File: src/rtl/btn_mode_sel.sv
// btn_mode_sel: turns debounced-driver press pulses into a registered mode
// selection. A single press advances the mode (wrapping), a second press
// inside the double-press window returns it to 0, and a lockout period after
// every accepted press swallows bounce pulses.
module btn_mode_sel #(
  parameter int unsigned N_MODES  = 4,
  parameter int unsigned SEL_W    = 2,
  parameter int unsigned LOCK_CYC = 16,
  parameter int unsigned DBL_CYC  = 64
) (
  input  logic             clk_i,
  input  logic             rst_i,
  input  logic             pulse_i,
  output logic [SEL_W-1:0] sel_o,
  output logic             chg_o,
  output logic             dbl_o,
  output logic             busy_o
);

  localparam int unsigned CNT_W = $clog2(DBL_CYC);

  localparam logic [SEL_W-1:0] SEL_MAX   = SEL_W'(N_MODES - 1);
  localparam logic [CNT_W-1:0] LOCK_LAST = CNT_W'(LOCK_CYC - 1);
  localparam logic [CNT_W-1:0] DBL_LAST  = CNT_W'(DBL_CYC - 1);

  typedef enum logic [1:0] {
    S_IDLE = 2'd0,
    S_LOCK = 2'd1,
    S_WIN  = 2'd2
  } state_e;

  state_e           state_q, state_d;
  logic [CNT_W-1:0] cnt_q,   cnt_d;
  logic             arm_q,   arm_d;
  logic [SEL_W-1:0] sel_q,   sel_d;
  logic             chg_q,   chg_d;
  logic             dbl_q,   dbl_d;

  // State and output registers; reset abandons any pending window.
  always_ff @(posedge clk_i or posedge rst_i) begin
    if (rst_i) begin
      state_q <= S_IDLE;
      cnt_q   <= '0;
      arm_q   <= 1'b0;
      sel_q   <= '0;
      chg_q   <= 1'b0;
      dbl_q   <= 1'b0;
    end else begin
      state_q <= state_d;
      cnt_q   <= cnt_d;
      arm_q   <= arm_d;
      sel_q   <= sel_d;
      chg_q   <= chg_d;
      dbl_q   <= dbl_d;
    end
  end

  // Press classification, lockout/window timing and next mode selection.
  always_comb begin
    state_d = state_q;
    cnt_d   = cnt_q;
    arm_d   = arm_q;
    sel_d   = sel_q;
    chg_d   = 1'b0;
    dbl_d   = 1'b0;

    unique case (state_q)
      S_IDLE: begin
        if (pulse_i) begin
          sel_d   = (sel_q == SEL_MAX) ? '0 : sel_q + SEL_W'(1);
          chg_d   = 1'b1;
          cnt_d   = '0;
          arm_d   = 1'b1;
          state_d = S_LOCK;
        end
      end

      S_LOCK: begin
        cnt_d = cnt_q + CNT_W'(1);
        if (cnt_q == LOCK_LAST) begin
          state_d = arm_q ? S_WIN : S_IDLE;
        end
      end

      S_WIN: begin
        cnt_d = cnt_q + CNT_W'(1);
        // A press on the expiry cycle still counts as a double press.
        if (pulse_i) begin
          sel_d   = '0;
          chg_d   = 1'b1;
          dbl_d   = 1'b1;
          cnt_d   = '0;
          arm_d   = 1'b0;
          state_d = S_LOCK;
        end else if (cnt_q == DBL_LAST) begin
          state_d = S_IDLE;
        end
      end

      default: begin
        state_d = S_IDLE;
      end
    endcase
  end

  // Outputs are registered except busy_o, a direct decode of the state.
  always_comb begin
    sel_o  = sel_q;
    chg_o  = chg_q;
    dbl_o  = dbl_q;
    busy_o = (state_q == S_LOCK);
  end

endmodule
File: config.mk
export PLATFORM = sky130hd
export DESIGN_NAME = btn_mode_sel
export DESIGN_NICKNAME = d
export VERILOG_FILES = /design/src/rtl/btn_mode_sel.sv
export SDC_FILE = /design/constraint.sdc
export NUM_CORES = 1
export LEC_CHECK = 0
export ABC_AREA = 1
export CORE_UTILIZATION = 53
export DETAILED_ROUTE_END_ITERATION = 12
export PLACE_DENSITY = 0.75
export RECOVER_POWER = 100
export SETUP_SLACK_MARGIN = 0.4
export SLEW_MARGIN = 20
export SYNTH_ARGS = -nofsm -noshare
export SYNTH_HDL_FRONTEND = slang
export SYNTH_SLANG_ARGS = --single-unit
File: constraint.sdc
create_clock -name clk_i -period 1.7 [get_ports clk_i]
set_input_delay 0.34 -clock clk_i [delete_from_list [all_inputs] [get_ports clk_i]]
set_output_delay 0.34 -clock clk_i [all_outputs]
set_load 0.03 [all_outputs]
### After elaboration in Yosys (flattened, before gate mapping)

Index checks and enable logic that the tools add are counted.
Widths: inputs -> output; s select.

| operators by class | value |
|---|---|
| shift-type cells | 0 |
| add/subtract/negate cells | 2 |
| bitwise logic cells | 0 |
| muxes and demuxes | 19 |
| order comparisons | 0 |
| divide/modulo/power cells | 0 |
| equality and inequality tests | 9 |
| reductions and logical operators | 7 |
| $mul | 0 |

Operator list:

| kind | count |
|---|---|
| $pmux 6 s3 | 1 |
| $mux 2 | 8 |
| $mux 6 | 2 |
| $add 6x1->6 const B | 1 |
| $eq 6x4->1 const B | 1 |
| $eq 6x6->1 const B | 1 |
| $pmux 2 s3 | 1 |
| $reduce_and 3->1 | 2 |
| $mux 1 | 5 |
| $eq 2x2->1 const B | 2 |
| $ne 2x2->1 const B | 2 |
| $pmux 2 s2 | 1 |
| $ne 3x3->1 const B | 1 |
| $reduce_bool 3->1 | 1 |
| $add 2x1->2 const B | 1 |
| $eq 2x1->1 const B | 1 |
| $logic_not 2->1 | 1 |
| $ne 2x1->1 const B | 1 |
| $pmux 1 s2 | 1 |
| $reduce_and 2->1 | 1 |
| $reduce_bool 2->1 | 1 |
| $reduce_or 2->1 | 1 |

| storage, ports and cells | value |
|---|---|
| bits in latches | 0 |
| register bits | 13 |
| bits in read-only memories | 0 |
| memories | 0 |
| input port bits | 3 |
| output and inout port bits | 5 |
| RAM bits | 0 |
| logic and storage cells | 43 |

### Longest topological paths before layout

| logic depth | value |
|---|---|
| depth after elaboration | 4 |
| depth in mapped cells | 10 |
| depth with buffers taken out | 10 |

### Worst setup path before layout

No wires, ideal clock.

| timing path | value |
|---|---|
| kind | flip-flop to flip-flop |
| from | reg state_q[1] |
| to | reg cnt_q[5] |
| setup slack | 346 ps |
| clock period less this slack | 1354 ps |
| path buffers | 0 |
| arrival time | 1292 ps |
| required time | 1638 ps |
| cell stages (with the launch flop) | 11 |
| setup time | 62 ps |
| path through | dfrtp_1 inv_1 ha_1 inv_1 nand2_1 nand2_1 inv_1 nand2_1 nand2_1 nand2_1 inv_1 |

| on the way | value |
|---|---|
| word-level cells in the longest chain between the ends | 3 |
| elaborated cells between the ends (all ways) | 7 |
| classes of those cells | 3 x eq/ne; 1 x mux; 3 x reduce/logical |

Ends and longest elaborated chain:

| item | line | RTL |
|---|---|---|
| start, declared | 32 | `state_e state_q, state_d;` |
| start signal, assigned | 49 | `state_q <= state_d;` |
| $eq 2x1->1 * | - |  |
| via busy_o | 17 | `output logic busy_o` |
| $reduce_bool 3->1 (no line) | - |  |
| $reduce_and 2->1 (no line) | - |  |
| end signal, assigned | 50 | `cnt_q <= cnt_d;` |
| end, declared | 33 | `logic [CNT_W-1:0] cnt_q, cnt_d;` |

The timed path passes the listed nets; every way through them passes the cells marked *.
A chain may end at the register's enable or synchronous reset.

### Final worst setup path

| timing path | value |
|---|---|
| from | reg state_q[0] |
| to | reg cnt_q[5] |

| on the way | value |
|---|---|
| word-level cells in the longest chain between the ends | 3 |
| elaborated cells between the ends (all ways) | 7 |
| classes of those cells | 3 x eq/ne; 1 x mux; 3 x reduce/logical |

Ends and longest elaborated chain:

| item | line | RTL |
|---|---|---|
| $eq 2x1->1 (tied with other cells) | 67 | `unique case (state_q)` |
| $reduce_bool 3->1 (no line) / $ne 2x2->1 (equally long branches) | - |  |
| $reduce_and 2->1 (no line) | - |  |

Parallel ways exist; a longest one is shown, timed or not.

==> impl_metrics.env <==
export IMPL_crit_reg2reg_capture="cnt_q[5]"
export IMPL_filler_cell_count=102
export IMPL_root_buffer="clkbuf_4"
export IMPL_grt_overflow_total=0
export IMPL_crit_end="cnt_q[5]"
export IMPL_drc_errors=0
export IMPL_layout_drive_gt1_share=0.176
export IMPL_layout_min_cycle_time_ns=1.43
export IMPL_crit_path_top_delay_cell="dfrtp_2"
export IMPL_rr_startpoint="state_q[0]"
export IMPL_initial_cell_density_of_the_core=0.566
export IMPL_drv_cap=0
export IMPL_outcome="finished, final reports clean"
export IMPL_path_clk_slew_ns=0.07
export IMPL_finalHoldWorstSlack_ns=0.516
export IMPL_detail_route_wl_per_cell_um=11.9
export IMPL_ff2ff_path_depth=10
export IMPL_critical_path_max_fanout=4
export IMPL_syn_instance_count=93
export IMPL_timing_setup_tns_ns=0
export IMPL_skew_pair_late_insertion_delay_ns=0.27
export IMPL_area_growth_pct=22.8
export IMPL_clock_tree_htree_level_count=1
export IMPL_synth_yosys_warnings=0
export IMPL_dp_slack_ns=0.0199
export IMPL_setup_worst_path_start="state_q[0]"
export IMPL_diodes_inserted=0
export IMPL_grt_pass1_vias=520
export IMPL_postSynthNetCount=102
export IMPL_numCtsBuffers=3
export IMPL_antenna_left=0
export IMPL_worstPathBufferInverterCount=2
export IMPL_chipWidth_um=39.3
export IMPL_cts_tree="built"
export IMPL_timing_critical_path_max_delay_family="simple AND/OR/NAND/NOR gates"
export IMPL_tritoncts_num_sinks=13
export IMPL_min_delay_path_class="in2async"
export IMPL_path_class="reg2reg"
export IMPL_groute_usage_overall=0.228
export IMPL_wire_length_of_the_first_global_routing_pass_um=2300
export IMPL_power_per_cell_area_nw_per_um2=1580
export IMPL_rsz0062_at_grt="yes"
export IMPL_p_leak_nw=0.479
export IMPL_vdd_ir_drop_max_v=0.00111
export IMPL_hold_buffers=0
export IMPL_maxClockFrequency_mhz=700
export IMPL_worstMarginPinSlew_ns=0.479
export IMPL_ff2ff_setup_slack_ns=0.27
export IMPL_cp_data_required_time_ns=1.92
export IMPL_critical_path_arrival_ns=1.64
export IMPL_placed_cell_count=116
export IMPL_cp_common_cell="nand2_1"
export IMPL_ys_ff_latch=13
export IMPL_critPathMaxStageDelay_ns=0.45
export IMPL_port_buffers=7
export IMPL_synth_seq_area_share=0.441
export IMPL_synth_cell_types=17
export IMPL_coreArea_um2=1300
export IMPL_drv_slew=0
export IMPL_setup_violations_final=0
export IMPL_fin_cells=123
export IMPL_route_vias_total=635
export IMPL_die_area_um2=1540
export IMPL_die_h_um=39.3
export IMPL_post_dp_hpwl_um=1010
export IMPL_timing_hold_violations_final=0
export IMPL_grt_max_degree=14
export IMPL_crit_share_post_route=0.841
export IMPL_firstDrtPassIters=4
export IMPL_critical_path_depth_in_cells=10
export IMPL_drt_first_iter_violations=13
export IMPL_gp_routability_congestion=0.825
export IMPL_grt_antenna_before_repair=0
export IMPL_mappedNetlistArea_um2=737
export IMPL_avg_inst_size_synth_um2=7.92
export IMPL_worst_clock_skew_ns=0.000507
export IMPL_cells_traversed_along_the_worst_timing_path="inv_2 -> ha_1 -> nand2_1 -> nand2_1 -> nand2_1 -> nand2_1 -> nand2_1 -> nand2_1 -> nand2_1 -> inv_1"
export IMPL_crit_path_end_kind="register"
export IMPL_fin_nets=118
export IMPL_cp_start_kind="register"
export IMPL_row_count=13
export IMPL_total_routed_wirelength_um=1460
export IMPL_io_pin_count=8
export IMPL_post_route_worst_setup_slack_ns=0.271
export IMPL_cts_buffer_depth=2
export IMPL_routed_via_density=5.16
export IMPL_maxSlewHeadroom=0.677
## cells in the final DEF (no fill, tap or decap), types with 2 or more instances in the layout
cell	Yosys	final
buf_6	0	2
clkbuf_1	0	6
buf_4	0	2
nand4_1	3	3
nand3_1	7	5
inv_1	15	13
clkbuf_4	0	3
nand2_1	27	28
ha_1	6	3
dfrtp_1	13	12
ha_4	0	2
nand3_2	0	2
inv_2	1	2
o21ai_0	3	4
nor2_1	7	7
a21oi_1	2	2
## layer usage
metal	wire, um	track usage
met5	0	0
met4	23	0.103
met3	38	0.0341
met2	710	0.333
met1	691	0.332
## Yosys cell counts
cell type / count / area [um^2]
nand2_2: 2 / 12.5
a21oi_1: 2 / 10.0
nand4_1: 3 / 18.8
inv_1: 15 / 56.3
nor3b_1: 1 / 7.51
nor2_1: 7 / 26.3
ha_1: 6 / 75.1
a21boi_2: 1 / 11.3
dfrtp_1: 13 / 325
o31ai_1: 1 / 7.51
nand2_1: 27 / 101
a21oi_4: 1 / 16.3
o21ai_1: 2 / 10.0
nand3_1: 7 / 35.0
inv_2: 1 / 3.75
o21ai_0: 3 / 15.0
nor3_1: 1 / 5.00
## logic make-up (layout without fill, tap and decap cells)
logic type | count (synthesis) | in the layout | synth area share
flops | 13 | 13 | 0.441
fa+ha+maj | 6 | 6 | 0.102
simple gates | 48 | 48 | 0.280
compound gates | 10 | 10 | 0.0951
buf+inv | 16 | 31 | 0.0815
## final cells by class
type	instances	area, um^2	share of cell area
clock buffer	4	26.3	0.0290
inverter	16	62.6	0.0692
multi-input combinational	64	394	0.436
sequential	13	327	0.361
tap	15	18.8	0.0207
timing repair buffer	11	76.3	0.0844
## what timing repair did
action | 4_1_cts | 5_1_grt
setup buffers | 3 | 0
pin swaps | 5 | 2
endpoints found under the setup margin | 15 | 10
resized for setup | 38 | 3
## per-stage QoR
step	instance area, um^2	total power, mW	util
floorplan	739	0.950	-
global placement	836	1.13	0.642
detailed placement	836	1.16	0.642
CTS	937	1.48	0.720
global route	905	1.54	0.695
finish	905	1.43	0.695
## state kept, by name, indices dropped and copies added, names as in the netlist
signal   cells
cnt_q        6
sel_o        2
chg_o        1
state_q      2
arm_q        1
dbl_o        1
## worst register-to-register path: cells and delay by family (launching register included)
| kind | cells | cell delay [ns] |
|---|---|---|
| simple gates | 7 | 0.52 |
| fa+ha+maj | 1 | 0.25 |
| buf+inv | 2 | 0.15 |
| flops | 1 | 0.45 |
## how the worst min path moves through the flow
stage,from,to
2_1_floorplan,rst_i,arm_q
3_3_place_gp,arm_q,arm_q
3_5_place_dp,cnt_q[0],cnt_q[0]
4_1_cts,rst_i,cnt_q[1]
5_1_grt,sel_o[0],sel_o[0]
6_report,rst_i,cnt_q[1]
## report_power, final
group	total, mW	internal [mW]	switching (mW)	leakage, nW
Sequential	0.459	0.390	0.0682	0.169
Clock	0.185	0.0909	0.0942	0.0150
Combinational	0.783	0.306	0.477	0.295
Total	1.43	0.787	0.640	0.479
No activity file was read; power rests on OpenSTA's default activity.
